===== config.mk =====
export PLATFORM = sky130hd
export DESIGN_NAME = puf_resp_voter
export DESIGN_NICKNAME = d
export VERILOG_FILES = /design/src/rtl/puf_pkg.sv /design/src/rtl/puf_vote_cnt.sv /design/src/rtl/puf_resp_voter.sv
export SDC_FILE = /design/constraint.sdc
export NUM_CORES = 1
export LEC_CHECK = 0
export ABC_AREA = 1
export BUFFER_PORTS_ARGS = -buffer_cell sky130_fd_sc_hd__clkbuf_2
export CELL_PAD_IN_SITES_DETAIL_PLACEMENT = 0
export CELL_PAD_IN_SITES_GLOBAL_PLACEMENT = 2
export CORE_MARGIN = 2
export CORE_UTILIZATION = 25
export CTS_CLUSTER_SIZE = 25
export DETAILED_ROUTE_END_ITERATION = 8
export MAX_ROUTING_LAYER = met4
export PLACE_DENSITY = 0.79
export SETUP_SLACK_MARGIN = 0.05
export SLEW_MARGIN = 25
export SYNTH_ARGS = -nofsm -noshare
export SYNTH_HDL_FRONTEND = slang
export SYNTH_HIERARCHICAL = 1
export SYNTH_SLANG_ARGS = --single-unit

===== constraint.sdc =====
create_clock -name clk -period 2.1 [get_ports clk]
set_clock_uncertainty 0.15 [all_clocks]
set_input_delay 0.21 -clock clk [delete_from_list [all_inputs] [get_ports clk]]
set_output_delay 0.21 -clock clk [all_outputs]
set_load 0.05 [all_outputs]

===== src/rtl/puf_pkg.sv =====
// Shared types and default parameters for the PUF response voter.
package puf_pkg;

    localparam int N_BITS_DEF  = 8;
    localparam int N_EVAL_DEF  = 5;
    localparam int TIMEOUT_DEF = 1024;

    typedef enum logic [2:0] {
        ST_IDLE  = 3'd0,
        ST_ARM   = 3'd1,
        ST_WAIT  = 3'd2,
        ST_ACCUM = 3'd3,
        ST_DONE  = 3'd4
    } puf_state_e;

    // Counter width able to hold the value n (0..n inclusive).
    function automatic int vote_width(input int n);
        return $clog2(n + 1);
    endfunction

endpackage


===== src/rtl/puf_vote_cnt.sv =====
// One bit's vote tally across repeated evaluations, with majority and unanimity decode.
module puf_vote_cnt
    import puf_pkg::*;
#(
    parameter int N_EVAL = N_EVAL_DEF
) (
    input  logic clk,
    input  logic rst,
    input  logic clr,
    input  logic en,
    input  logic vote,
    output logic majority,
    output logic unstable
);

    localparam int CW = vote_width(N_EVAL);

    logic [CW-1:0] cnt;

    always_ff @(posedge clk) begin
        if (rst || clr) begin
            cnt <= '0;
        end else if (en && vote) begin
            cnt <= cnt + CW'(1);
        end
    end

    assign majority = (cnt > CW'(N_EVAL / 2));
    assign unstable = (cnt != '0) && (cnt != CW'(N_EVAL));

endmodule


===== src/rtl/puf_resp_voter.sv =====
// Repeats a PUF evaluation N_EVAL times per challenge and majority-votes each response bit.
module puf_resp_voter
    import puf_pkg::*;
#(
    parameter int N_BITS  = N_BITS_DEF,
    parameter int N_EVAL  = N_EVAL_DEF,
    parameter int TIMEOUT = TIMEOUT_DEF
) (
    input  logic              clk,
    input  logic              rst,
    input  logic              start,
    input  logic [N_BITS-1:0] challenge_in,
    output logic [N_BITS-1:0] puf_challenge,
    output logic              puf_rst,
    input  logic [N_BITS-1:0] puf_resp,
    input  logic [N_BITS-1:0] puf_finish,
    output logic [N_BITS-1:0] resp_out,
    output logic              resp_valid,
    input  logic              resp_ready,
    output logic [N_BITS-1:0] unstable_mask,
    output logic              timeout_err,
    output logic              busy,
    output puf_state_e        state_dbg
);

    localparam int EW = vote_width(N_EVAL);
    localparam int TW = vote_width(TIMEOUT);

    puf_state_e    state;
    logic [EW-1:0] eval_cnt;
    logic [TW-1:0] tmo_cnt;
    logic          all_fin;
    logic          clr_votes;
    logic          accum;
    logic [N_BITS-1:0] maj_bits;
    logic [N_BITS-1:0] unst_bits;

    assign all_fin   = &puf_finish;
    assign clr_votes = (state == ST_IDLE) && start;
    assign accum     = (state == ST_ACCUM);

    always_ff @(posedge clk) begin
        if (rst) begin
            state         <= ST_IDLE;
            eval_cnt      <= '0;
            tmo_cnt       <= '0;
            puf_challenge <= '0;
            timeout_err   <= 1'b0;
        end else begin
            case (state)
                ST_IDLE: begin
                    if (start) begin
                        puf_challenge <= challenge_in;
                        eval_cnt      <= '0;
                        timeout_err   <= 1'b0;
                        state         <= ST_ARM;
                    end
                end
                ST_ARM: begin
                    tmo_cnt <= '0;
                    state   <= ST_WAIT;
                end
                ST_WAIT: begin
                    // A finish seen on the last allowed cycle still counts as a good evaluation.
                    if (all_fin) begin
                        state <= ST_ACCUM;
                    end else if (tmo_cnt == TW'(TIMEOUT - 1)) begin
                        timeout_err <= 1'b1;
                        state       <= ST_DONE;
                    end else begin
                        tmo_cnt <= tmo_cnt + TW'(1);
                    end
                end
                ST_ACCUM: begin
                    eval_cnt <= eval_cnt + EW'(1);
                    if (eval_cnt == EW'(N_EVAL - 1)) begin
                        state <= ST_DONE;
                    end else begin
                        state <= ST_ARM;
                    end
                end
                ST_DONE: begin
                    // Result handshake: the result transfers in the cycle where
                    // resp_valid and resp_ready are both high; resp_valid never drops before that.
                    if (resp_ready) begin
                        state <= ST_IDLE;
                    end
                end
                default: state <= ST_IDLE;
            endcase
        end
    end

    genvar gi;
    generate
        for (gi = 0; gi < N_BITS; gi++) begin : g_vote
            puf_vote_cnt #(
                .N_EVAL (N_EVAL)
            ) u_vote (
                .clk      (clk),
                .rst      (rst),
                .clr      (clr_votes),
                .en       (accum),
                .vote     (puf_resp[gi]),
                .majority (maj_bits[gi]),
                .unstable (unst_bits[gi])
            );
        end
    endgenerate

    // Counters are frozen in DONE, so these decodes hold steady until the handshake.
    assign resp_out      = (state == ST_DONE && !timeout_err) ? maj_bits : '0;
    assign unstable_mask = (state == ST_DONE) ? (timeout_err ? '1 : unst_bits) : '0;
    assign resp_valid    = (state == ST_DONE);
    assign puf_rst       = (state == ST_ARM);
    assign busy          = (state != ST_IDLE);
    assign state_dbg     = state;

endmodule


# Word-level counts from Yosys, hierarchy flattened
# Index checks and enable logic that the tools add are counted.
# classes
add_sub_neg,10
n_lt_le_gt_ge,8
n_eq_ne,20
muxes,18
reduce_logical,39
# ops
op,count
$add 3x1->3 const B,9
$ne 3x3->1 const B,9
$reduce_bool 3->1,9
$gt 3x2->1 const B,8
$mux 8,3
$mux 11,2
$pmux 11 s2,1
$logic_and 1x1->1,18
$mux 3,6
$pmux 3 s5,1
$add 11x1->11 const B,1
$eq 11x10->1 const B,1
$ne 2x2->1 const B,4
$reduce_and 8->1,1
$eq 3x2->1 const B,2
$eq 3x3->1 const B,2
$pmux 3 s2,1
$reduce_and 3->1,2
$reduce_bool 2->1,3
$reduce_and 2->1,2
$reduce_and 4->1,1
$eq 3x1->1 const B,1
$logic_not 3->1,1
$mux 1,3
other kinds (4),4
# word_totals
regBits,50
in_bits,28
output_inout_bits,31
elab_cells,108

# Longest topological paths before layout
# Gate-level depths: netlist of the first run.
# depth
ltp_word,4
ltp_mapped,9
ltp_nobuf,9

# Modules after synthesis
# Netlist of the first run, hierarchy kept.
# by_module_without_submodules
module,instances,cells_each,area_per_inst_um2,seq_area_each_um2
puf_vote_cnt,8,27,201.4,60.1
puf_resp_voter,1,230,1458.9,520.5

# Worst setup path after synthesis of the first run
# No wires, ideal clock.
# synth_path
path_type,register to output
startpoint,reg state[2] (netlist: state_dbg[2])
endpoint,out resp_out[0]
arrival_ns,2.324
required_ns,1.740
setup_slack_ns,-0.584
path_stages_with_launch,5
path_buffers,0
path_cell_list,dfxtp_1 nand3_1 inv_1 nand2_1 nor2_1
# synth_via
elab_chain_len,3
# synth_lines
element,line,text
"start, declared",puf_resp_voter.sv:29,puf_state_e state;
"start signal, assigned",puf_resp_voter.sv:44,state <= ST_IDLE;
"start signal, assigned",puf_resp_voter.sv:56,state <= ST_ARM;
"start signal, assigned",puf_resp_voter.sv:61,state <= ST_WAIT;
$eq 3x3->1,n/a,
via resp_valid,puf_resp_voter.sv:18,"output logic resp_valid,"
$logic_and 1x1->1,puf_resp_voter.sv:112,assign resp_out = (state == ST_DONE && !timeout_err) ? maj_bits : '0;
$mux 8,puf_resp_voter.sv:112,
"end, declared",puf_resp_voter.sv:17,"output logic [N_BITS-1:0] resp_out,"
# The timed path passes the listed nets, and every way through them passes these cells.

# Worst setup path after layout of the first run
# layout_path
startpoint,reg g_vote[7].u_vote.cnt[0]
endpoint,out resp_out[7]
# layout_via
elab_chain_len,2
# layout_lines
element,line,text
"start, declared",puf_vote_cnt.sv:18,logic [CW-1:0] cnt;
"start signal, assigned",puf_vote_cnt.sv:24,cnt <= cnt + CW'(1);
$gt 3x2->1,puf_vote_cnt.sv:28,assign majority = (cnt > CW'(N_EVAL / 2));
via maj_bits[7],puf_resp_voter.sv:35,logic [N_BITS-1:0] maj_bits;
$mux 8,puf_resp_voter.sv:112,
# The timed path passes the listed nets, and every way through them passes these cells.

==> results of run 1 <==
## path summary, 6_finish.rpt
check / start / end / slack (ns) / cells past startpoint
worst max-delay path: g_vote[7].u_vote/cnt[0] / resp_out[7] / 0.15 / 6
worst min register to register: puf_challenge[7] / puf_challenge[7] / 0.32 / 2
worst min-delay path: puf_resp[3] / g_vote[3].u_vote/cnt[2] / 0.09 / 4
worst max register to register: state_dbg[1] / g_vote[0].u_vote/cnt[0] / 0.40 / 9
## routing by layer
layer / up-vias / track usage, %
met5: - / -
met4: 0 / 3.05
met3: 8 / 3.27
met2: 55 / 20.2
met1: 1271 / 14.9
li1: 1549 / -
## area by class of cell
cell class / count / area, µm²
fillers: 1317 / 8110
multi-input cells: 318 / 1850
flip-flops and latches: 50 / 1000
repair buffers: 72 / 455
inverters: 73 / 279
well taps: 147 / 184
clock buffers: 7 / 133
## repair_timing
| item | in CTS | in global routing |
|---|---|---|
| endpoints found under the setup margin | 0 | 9 |
| hold endpoints to repair | 8 | 0 |
| resized for setup | 0 | 19 |
| hold buffers | 8 | 0 |
## power breakdown
part           internal, mW  leakage (nW)  switching [mW]
clock network         0.437        0.0640           0.354
logic                 0.395          1.15            1.00
registers              1.05         0.406          0.0777
## registers in the layout, indices dropped and copies added, names as in the netlist
register,cells
puf_challenge,8
eval_cnt,3
g_vote.u_vote/cnt,24
tmo_cnt,11
state_dbg,3
timeout_err,1
## worst register-to-register path, stage by stage (launching register included)
cell	delay, ns
dfxtp_2	0.35
inv_1	0.10
nand2_2	0.11
inv_1	0.04
nand2_1	0.07
clkinv_1	0.23
buf_12	0.24
nor2_2	0.15
o21ai_0	0.11
nor2_1	0.09
## cells in the final DEF, fill, tap and decap left out, types with 3 or more instances in the layout
master and n:
nand2_1 77, clkbuf_16 5, clkinv_1 9, nor2_4 9
nand4_1 10, buf_4 7, inv_1 62, buf_2 3
dfxtp_2 3, dlygate4sd3_1 8, nand3_1 22, clkbuf_2 49
nor2_2 10, a21oi_1 21, o21ai_0 27, ha_1 35
clkbuf_4 3, nor2_1 79, nor3_1 3, mux2i_1 8
nand3_2 3, dfxtp_1 47
## cell families (layout without fill, tap and decap cells)
family / Yosys count / after routing
flops: 50 / 50
compound gates: 56 / 56
fa+ha+maj: 35 / 35
xor+xnor: 2 / 2
buf+inv: 78 / 152
mux: 8 / 8
simple gates: 217 / 217
==> results.yml, run 1 <==
route:
  via_count: 2883
  drc: 0
  via_per_inst: 4.32
  first_pass_iters: 4
  wl_met2_um: 3370
  wl_per_cell_um: 11.1
  drtIter0Drc: 108
  routed_wirelength_um: 7420
  wl_met3_um: 414
  top_layer_used: "met4"
  drtAntennaViolNets: 0
  met1_length_um: 3560
yosys:
  syn_inst: 446
  synthArstFlopShare_pct: 0
  yosysMostFrequentCell: "nor2_1"
  synth_compound_area_share_pct: 9.54
  synth-edff-count: 0
  synth_area_um2: 3070
  syn_nets: 509
  synth-xor-area-share_pct: 0.570
  ys_types: 30
  syn_avg_cell_area_um2: 6.88
  ys_ff_latch: 50
  synth.area.mux_share_pct: 2.61
  synthTopCellsByCount: "nor2_1, nand2_1, inv_1, dfxtp_1, ha_1"
  synth_area_leader_cell: "dfxtp_1"
  synth_simple_gate_area_share_pct: 30.6
  yosys.area.top_type_share_pct: 32.6
  ys_seq_area_share_pct: 32.6
  netlist_top_cells_area: "dfxtp_1, ha_1, nor2_1, nand2_1, inv_1"
  synth_top_family_by_area: "simple AND/OR/NAND/NOR gates"
  synth_fa_ha_area_share_pct: 14.3
  synth_warnings: 6
  synth_ff_type: "dfxtp_1"
floorplanning:
  coreArea_um2: 12000
  die_y_um: 115
  start_util_pct: 25.6
  die-area_um2: 13200
  top_level_ports: 59
  die_x_um: 115
  num_rows: 40
grt:
  grt-ovfl-total: 0
  grt_max_degree: 25
  grt.total_usage_pct: 12.2
  grt_pass1_vias: 2785
  antenna_found_initial: 0
  grt_pass1_wl_um: 12700
worst_setup_path:
  crit_fanout: 4
  cpLargestDelayFamily: "buffers and inverters"
  slowest_delay_ns: 0.39
  worst-path-buf-inv: 3
  critPathLaunchType: "flop"
  cp.arrival_ns: 1.59
  required_ns: 1.74
  cp_cell_sequence: "inv_1, ha_1, o21ai_0, inv_1, nor2_4, buf_2"
  setup.worst_path.end_class: "output port"
  cp_slowest_cell: "dfxtp_1"
  path_class: "reg -> out"
  cp_common_cell: "inv_1"
sta:
  maxSlewViolCount: 0
  max_freq_mhz: 513
  post-route-period-util_pct: 92.9
  finalCriticalPeriod_ns: 1.95
  rsz0062_at_grt: "yes"
  fin_hold_ws_ns: 0.0900
  setup_slack_ns: 0.149
  slew_headroom_pct: 76.1
  setup_viol: 0
  worstMarginPinSlew_ns: 0.358
  setup_tns_ns: 0
  hold_viol: 0
cts:
  clock_sinks: 50
  clk_pin_slew_worst_paths_ns: 0.06
  cts_htree_levels: 2
  clockBufferDepth: 2
  clock_latency_ns: 0.29
  post-cts-setup-buffer-count: 0
  cts_tree: "yes"
  cts_buffers: 5
  root_buffer: "clkbuf_16"
run:
  cap_viol_max_count: 0
cells_and_area:
  fin_nets: 583
  final_layout_size_suffix_gt1_share_pct: 19.2
  design_area_um2: 3910
  instances_no_fill: 667
  area_growth_syn_to_layout_pct: 27.2
  fin_util_pct: 32.5
  antennaDiodeCount: 0
power:
  ir_drop_v: 0.000477
  p_leak_nw: 1.62
  powerDensity_nw_per_um2: 849
  p_total_mw: 3.32
place:
  dp_slack_ns: 0.394
  dpl.cell_count: 652
  gp_congestion: 0.831
  place_hpwl_um: 5710
  portBuffers: 58
  dpl-instance-area_um2: 3680
hold_path:
  hold_class: "in -> reg"
status:
  status: "finished clean"
Note: power is estimated with default switching activity, not from simulation.
==> run 2: changes to the inputs <==
--- a/config.mk
+++ b/config.mk
@@ -14,7 +14,7 @@
 export CTS_CLUSTER_SIZE = 25
 export DETAILED_ROUTE_END_ITERATION = 8
 export MAX_ROUTING_LAYER = met4
-export PLACE_DENSITY = 0.79
+export PLACE_DENSITY_LB_ADDON = 0.1
 export SETUP_SLACK_MARGIN = 0.05
 export SLEW_MARGIN = 25
 export SYNTH_ARGS = -nofsm -noshare
==> run 2 against run 1 <==
  * Fmax grew 0.49%
  * Global-route usage up 0.54 points
  * First-iteration DRC count up 40%
  * Hold slack worse by 0.088 ns
  * Critical path depth unchanged
  * Highest routed layer unchanged
==> results.yml, run 2 (synthesis results as in run 1) <==
status:
  status: "finished clean"
cells_and_area:
  area_growth_syn_to_layout_pct: 28.6
  design_area_um2: 3950
  largest_register_ffs: 24
  largest-register: "g_vote.u_vote/cnt"
  fin_nets: 583
  most-common-layout-cells: "nor2_1, nand2_1, inv_1"
  reg_top3: "g_vote.u_vote/cnt (24), tmo_cnt (11), puf_challenge (8)"
  antennaDiodeCount: 0
  layout_commonest_cell: "nor2_1"
  nFillCells: 1339
  final_layout_size_suffix_gt1_share_pct: 20.2
sta:
  rsz0062_at_grt: "no"
  setup_viol: 0
  maxSlewViolCount: 0
  post-route-period-util_pct: 92.4
  setup_tns_ns: 0
  finalCriticalPeriod_ns: 1.94
  hold_viol: 0
  worstMarginPinSlew_ns: 0.449
  slew_headroom_pct: 70.1
  max_freq_mhz: 515
  setup_slack_ns: 0.159
grt:
  use_met1_pct: 16.7
  grt-ovfl-total: 0
  grt_max_degree: 22
  top_usage_layer: "met2"
  use_met2_pct: 20.3
  antenna_found_initial: 0
  gr-usage-met3_pct: 2.42
  grt.total_usage_pct: 12.8
  grt_pass1_wl_um: 12900
  grt_pass1_vias: 2714
route:
  routed_wirelength_um: 7840
  via_count: 2864
  drtIter0Drc: 151
  wl_per_cell_um: 11.7
  drc: 0
  drtAntennaViolNets: 0
  via_per_inst: 4.29
  first_pass_iters: 4
floorplanning:
  top_level_ports: 59
  num_rows: 40
  die_y_um: 115
  coreArea_um2: 12000
  die-area_um2: 13200
  start_util_pct: 25.6
  die_x_um: 115
place:
  place_hpwl_um: 5980
  gp_congestion: 0.763
  portBuffers: 58
  dpl-instance-area_um2: 3680
  dp_slack_ns: 0.353
power:
  powerDensity_nw_per_um2: 920
  p_leak_nw: 1.65
  ir_drop_v: 0.000372
  p_total_mw: 3.64
worst_setup_path:
  r2r_start: "state_dbg[1]"
  setup.worst_path.end_class: "output port"
  rrSetupSlack_ns: 0.36
  r2r_end: "g_vote[6].u_vote/cnt[0]"
  cp_common_cell: "inv_1"
  crit_start: "g_vote[3].u_vote/cnt[0]"
  crit_fanout: 4
  cp.arrival_ns: 1.58
  crit_path_end: "resp_out[3]"
  r2r_cells: 9
  cp_slowest_cell: "dfxtp_1"
  slowest_delay_ns: 0.39
  path_class: "reg -> out"
  required_ns: 1.74
  cp_cell_sequence: "inv_1, ha_1, o21ai_0, inv_1, nor2_4, clkbuf_2"
  critPathLaunchType: "flop"
hold_path:
  hold_start: "challenge_in[6]"
  hold_class: "in -> reg"
cts:
  clk_pin_slew_worst_paths_ns: 0.07
  clock_latency_ns: 0.29
  clock_sinks: 50
  clockBufferDepth: 2
  cts_htree_levels: 2
  post-cts-setup-buffer-count: 0
  cts_buffers: 5
  root_buffer: "clkbuf_16"
  cts_tree: "yes"
run:
  cap_viol_max_count: 0
run 2: cell count changes in the layout (fill, tap and decap cells not counted), sizes merged:
cell	change
bufinv	+2
buf	+2
clkbuf	-1
dlygate4sd3	-2
run 2: layout make-up:
class / count / area (µm²) / share of cell area [%]
Tap cell: 147 / 184 / 4.66
Timing Repair Buffer: 72 / 433 / 11.0
Sequential cell: 50 / 1000 / 25.4
Multi-Input combinational cell: 318 / 1850 / 46.8
Inverter: 73 / 279 / 7.06
Clock buffer: 6 / 139 / 3.52
Clock inverter: 2 / 60.1 / 1.52
run 2: worst max-delay path: cells and delay by family, from the launching register on:
kind                       cells  cell delay [ns]
buffers and inverters          3             0.45
DFF                            1             0.39
adders and majority gates      1             0.20
AOI/OAI and AO/OA              1             0.16
and+or+nand+nor                1             0.09
run 2: worst min-delay path by stage:
stage	cells past startpoint	slack, ns	endpoint
global placement	3	0.30	puf_challenge[2]
CTS	3	0.003	puf_challenge[6]
floorplan	2	0.20	puf_challenge[0]
finish	3	0.002	puf_challenge[6]
detailed placement	3	0.30	puf_challenge[3]
global route	3	0.003	puf_challenge[7]
run 2: report_power, final:
part | total, mW | internal (mW) | switching, mW
logic | 1.41 | 0.388 | 1.02
registers | 1.13 | 1.05 | 0.0857
clock network | 1.09 | 0.716 | 0.373
total | 3.64 | 2.15 | 1.48
run 2: what timing repair did:
| item | 4_1_cts | 5_1_grt |
|---|---|---|
| hold buffers | 6 | 0 |
| resized for setup | 0 | 14 |
| endpoints found under the hold margin | 6 | 0 |
| setup endpoints to repair | 0 | 8 |
run 2: metal layers:
layer	vias up	share of wire [%]
li1	1557	-
met1	1257	51
met2	45	44
met3	5	3.4
met4	0	1.1
met5	-	0
run 2: per-stage QoR:
stage	std cells	utilization, %	hold slack [ns]
global placement	654	30.6	0.296
finish	668	32.9	0.00166
detailed placement	654	30.6	0.298
floorplan	446	-	0.205
global route	668	32.9	0.00337
CTS	668	32.8	0.00291
==> run 3: changes to the inputs <==
--- a/config.mk
+++ b/config.mk
@@ -5,7 +5,6 @@
 export SDC_FILE = /design/constraint.sdc
 export NUM_CORES = 1
 export LEC_CHECK = 0
-export ABC_AREA = 1
 export BUFFER_PORTS_ARGS = -buffer_cell sky130_fd_sc_hd__clkbuf_2
 export CELL_PAD_IN_SITES_DETAIL_PLACEMENT = 0
 export CELL_PAD_IN_SITES_GLOBAL_PLACEMENT = 2
@@ -14,7 +13,8 @@
 export CTS_CLUSTER_SIZE = 25
 export DETAILED_ROUTE_END_ITERATION = 8
 export MAX_ROUTING_LAYER = met4
-export PLACE_DENSITY_LB_ADDON = 0.1
+export PLACE_DENSITY = 0.72
+export RECOVER_POWER = 50
 export SETUP_SLACK_MARGIN = 0.05
 export SLEW_MARGIN = 25
 export SYNTH_ARGS = -nofsm -noshare
==> run 3 against run 2 <==
  * Non-clock buffer count is 4 higher
  * Sequential power hardly changed
  * Core utilization is 0.31 points lower
  * Clock-buffer cell count stayed put
  * Power is 15% lower
  * Die area is 2.7% higher
  * Synthesized cell count is 23% lower
  * Critical path depth is 1 lower
  * Via count is 6.8% lower
  * Combinational power is 18% lower
  * Sequential cell count stayed put
  * Fmax is 0.24% lower
  * Largest power group unchanged
==> results.yml, run 3 <==
status:
  status: "finished clean"
place:
  portBuffers: 58
  dpl-instance-area_um2: 3810
  place_hpwl_um: 5310
  gp_congestion: 0.799
  dp_slack_ns: 0.111
  dpl.cell_count: 574
sta:
  maxSlewViolCount: 0
  hold_viol: 0
  setup_tns_ns: 0
  rsz0062_at_grt: "yes"
  fin_hold_ws_ns: 0.00169
  post-route-period-util_pct: 92.7
  worstMarginPinSlew_ns: 0.615
  setup_viol: 0
  finalCriticalPeriod_ns: 1.95
  max_freq_mhz: 514
  setup_slack_ns: 0.154
  slew_headroom_pct: 59.0
grt:
  grt_max_degree: 47
  grt_pass1_wl_um: 12300
  antenna_found_initial: 0
  grt-ovfl-total: 0
  grt_pass1_vias: 2531
  grt.total_usage_pct: 11.6
yosys:
  syn_inst: 342
  syn_nets: 405
  synth_fa_ha_area_share_pct: 13.9
  synthArstFlopShare_pct: 0
  synth_area_um2: 3160
  synth_top_family_by_area: "simple AND/OR/NAND/NOR gates"
  synth_simple_gate_area_share_pct: 23.2
  syn_avg_cell_area_um2: 9.23
  yosys.area.top_type_share_pct: 31.7
  synth_warnings: 6
  synth-xor-area-share_pct: 0.278
  synth_area_leader_cell: "dfxtp_1"
  synth-edff-count: 0
  synth_ff_type: "dfxtp_1"
  synthTopCellsByCount: "dfxtp_1, a21oi_1, ha_1, nand2_1, inv_1"
  netlist_top_cells_area: "dfxtp_1, ha_1, a21oi_1, a21bo_1, mux2_4"
  yosysMostFrequentCell: "dfxtp_1"
  ys_ff_latch: 50
  synth_compound_area_share_pct: 19.5
  ys_types: 46
  ys_seq_area_share_pct: 31.7
  synth.area.mux_share_pct: 6.98
route:
  drc: 0
  wl_met2_um: 3430
  via_count: 2669
  met1_length_um: 3700
  top_layer_used: "met4"
  first_pass_iters: 4
  via_per_inst: 4.53
  drtIter0Drc: 97
  wl_per_cell_um: 12.6
  drtAntennaViolNets: 0
  routed_wirelength_um: 7420
  wl_met3_um: 260
floorplanning:
  top_level_ports: 59
  die_x_um: 116
  start_util_pct: 25.3
  num_rows: 41
  die_y_um: 116
  die-area_um2: 13500
  coreArea_um2: 12500
hold_path:
  hold_class: "in -> reg"
worst_setup_path:
  worst-path-buf-inv: 2
  cpLargestDelayFamily: "simple AND/OR/NAND/NOR gates"
  required_ns: 1.74
  critPathLaunchType: "flop"
  path_class: "reg -> out"
  crit_fanout: 8
  setup.worst_path.end_class: "output port"
  cp_slowest_cell: "dfxtp_4"
  cp.arrival_ns: 1.59
  slowest_delay_ns: 0.40
  cp_cell_sequence: "nor3b_4, nor2b_1, buf_4, and2_1, buf_12"
cts:
  post-cts-setup-buffer-count: 0
  cts_htree_levels: 2
  clockBufferDepth: 2
  clock_sinks: 50
  clock_latency_ns: 0.28
  clk_pin_slew_worst_paths_ns: 0.07
  cts_buffers: 5
  cts_tree: "yes"
  root_buffer: "clkbuf_16"
cells_and_area:
  largest_register_ffs: 24
  area_growth_syn_to_layout_pct: 28.7
  antennaDiodeCount: 0
  fin_nets: 479
  final_layout_size_suffix_gt1_share_pct: 23.5
  instances_no_fill: 589
  largest-register: "g_vote.u_vote/cnt"
  layout_commonest_cell: "dfxtp_1"
  reg_top3: "g_vote.u_vote/cnt (24), tmo_cnt (11), puf_challenge (8)"
  most-common-layout-cells: "dfxtp_1, a21oi_1, ha_1, clkbuf_2, nand2_1"
  design_area_um2: 4060
  fin_util_pct: 32.6
run:
  cap_viol_max_count: 0
power:
  powerDensity_nw_per_um2: 760
  ir_drop_v: 0.000320
  p_leak_nw: 1.55
  p_total_mw: 3.09
## run 3: cell types whose count changed after synthesis, moves of 14 or more
| cell | previous run | this run |
|---|---|---|
| nor2_1 | 87 | 4 |
| nand2_1 | 79 | 28 |
| inv_1 | 63 | 25 |
| o21ai_0 | 28 | 1 |
| a21bo_1 | 0 | 16 |
| a21oi_1 | 21 | 35 |
## run 3: what timing repair did
item / in CTS / in global routing
endpoints found under the setup margin: 4 / 29
hold endpoints to repair: 7 / 0
gates resized for setup: 4 / 16
hold buffers: 7 / 0
## run 3: tightest hold or removal path: cells and delay by family
kind | cells | cell delay [ns]
AO/OA/AOI/OAI | 1 | 0.05
AND/OR/NAND/NOR | 1 | 0.05
buffers and inverters | 1 | 0.08
## run 3: power breakdown
group          internal (mW)  switching (mW)
Sequential              1.03           0.100
Clock                  0.443           0.354
Combinational          0.346           0.813
## run 3: cells by family (layout without fill, tap and decap cells)
family,Yosys count,count (layout)
XOR/XNOR,1,1
flip-flops,50,50
AND/OR/NAND/NOR,119,119
buffers and inverters,34,109
AO/OA/AOI/OAI,85,85
adder cells (fa/ha/maj),35,35
multiplexers,18,18
## run 3: worst paths after layout
kind / startpoint / endpoint / slack [ns] / depth (start not counted)
setup / recovery: state_dbg[2] / resp_out[5] / 0.15 / 5
hold / removal: challenge_in[0] / puf_challenge[0] / 0.002 / 3
hold reg to reg: puf_challenge[4] / puf_challenge[4] / 0.31 / 2
setup reg to reg: tmo_cnt[0] / state_dbg[1] / 0.16 / 5
## run 3: cell type report
class,count,area [µm²]
well taps,172,215
multi-input cells,258,2050
repair buffers,76,544
flip-flops and latches,50,1010
clock buffers,6,129
inverters,25,97.6
clock inverters,2,13.8
fillers,1320,8410
## run 3: metal layers
| metal | vias up | track usage (%) |
|---|---|---|
| li1 | 1373 | - |
| met4 | 0 | 2.14 |
| met1 | 1247 | 14.8 |
| met3 | 2 | 2.08 |
| met2 | 47 | 19.5 |
| met5 | - | - |
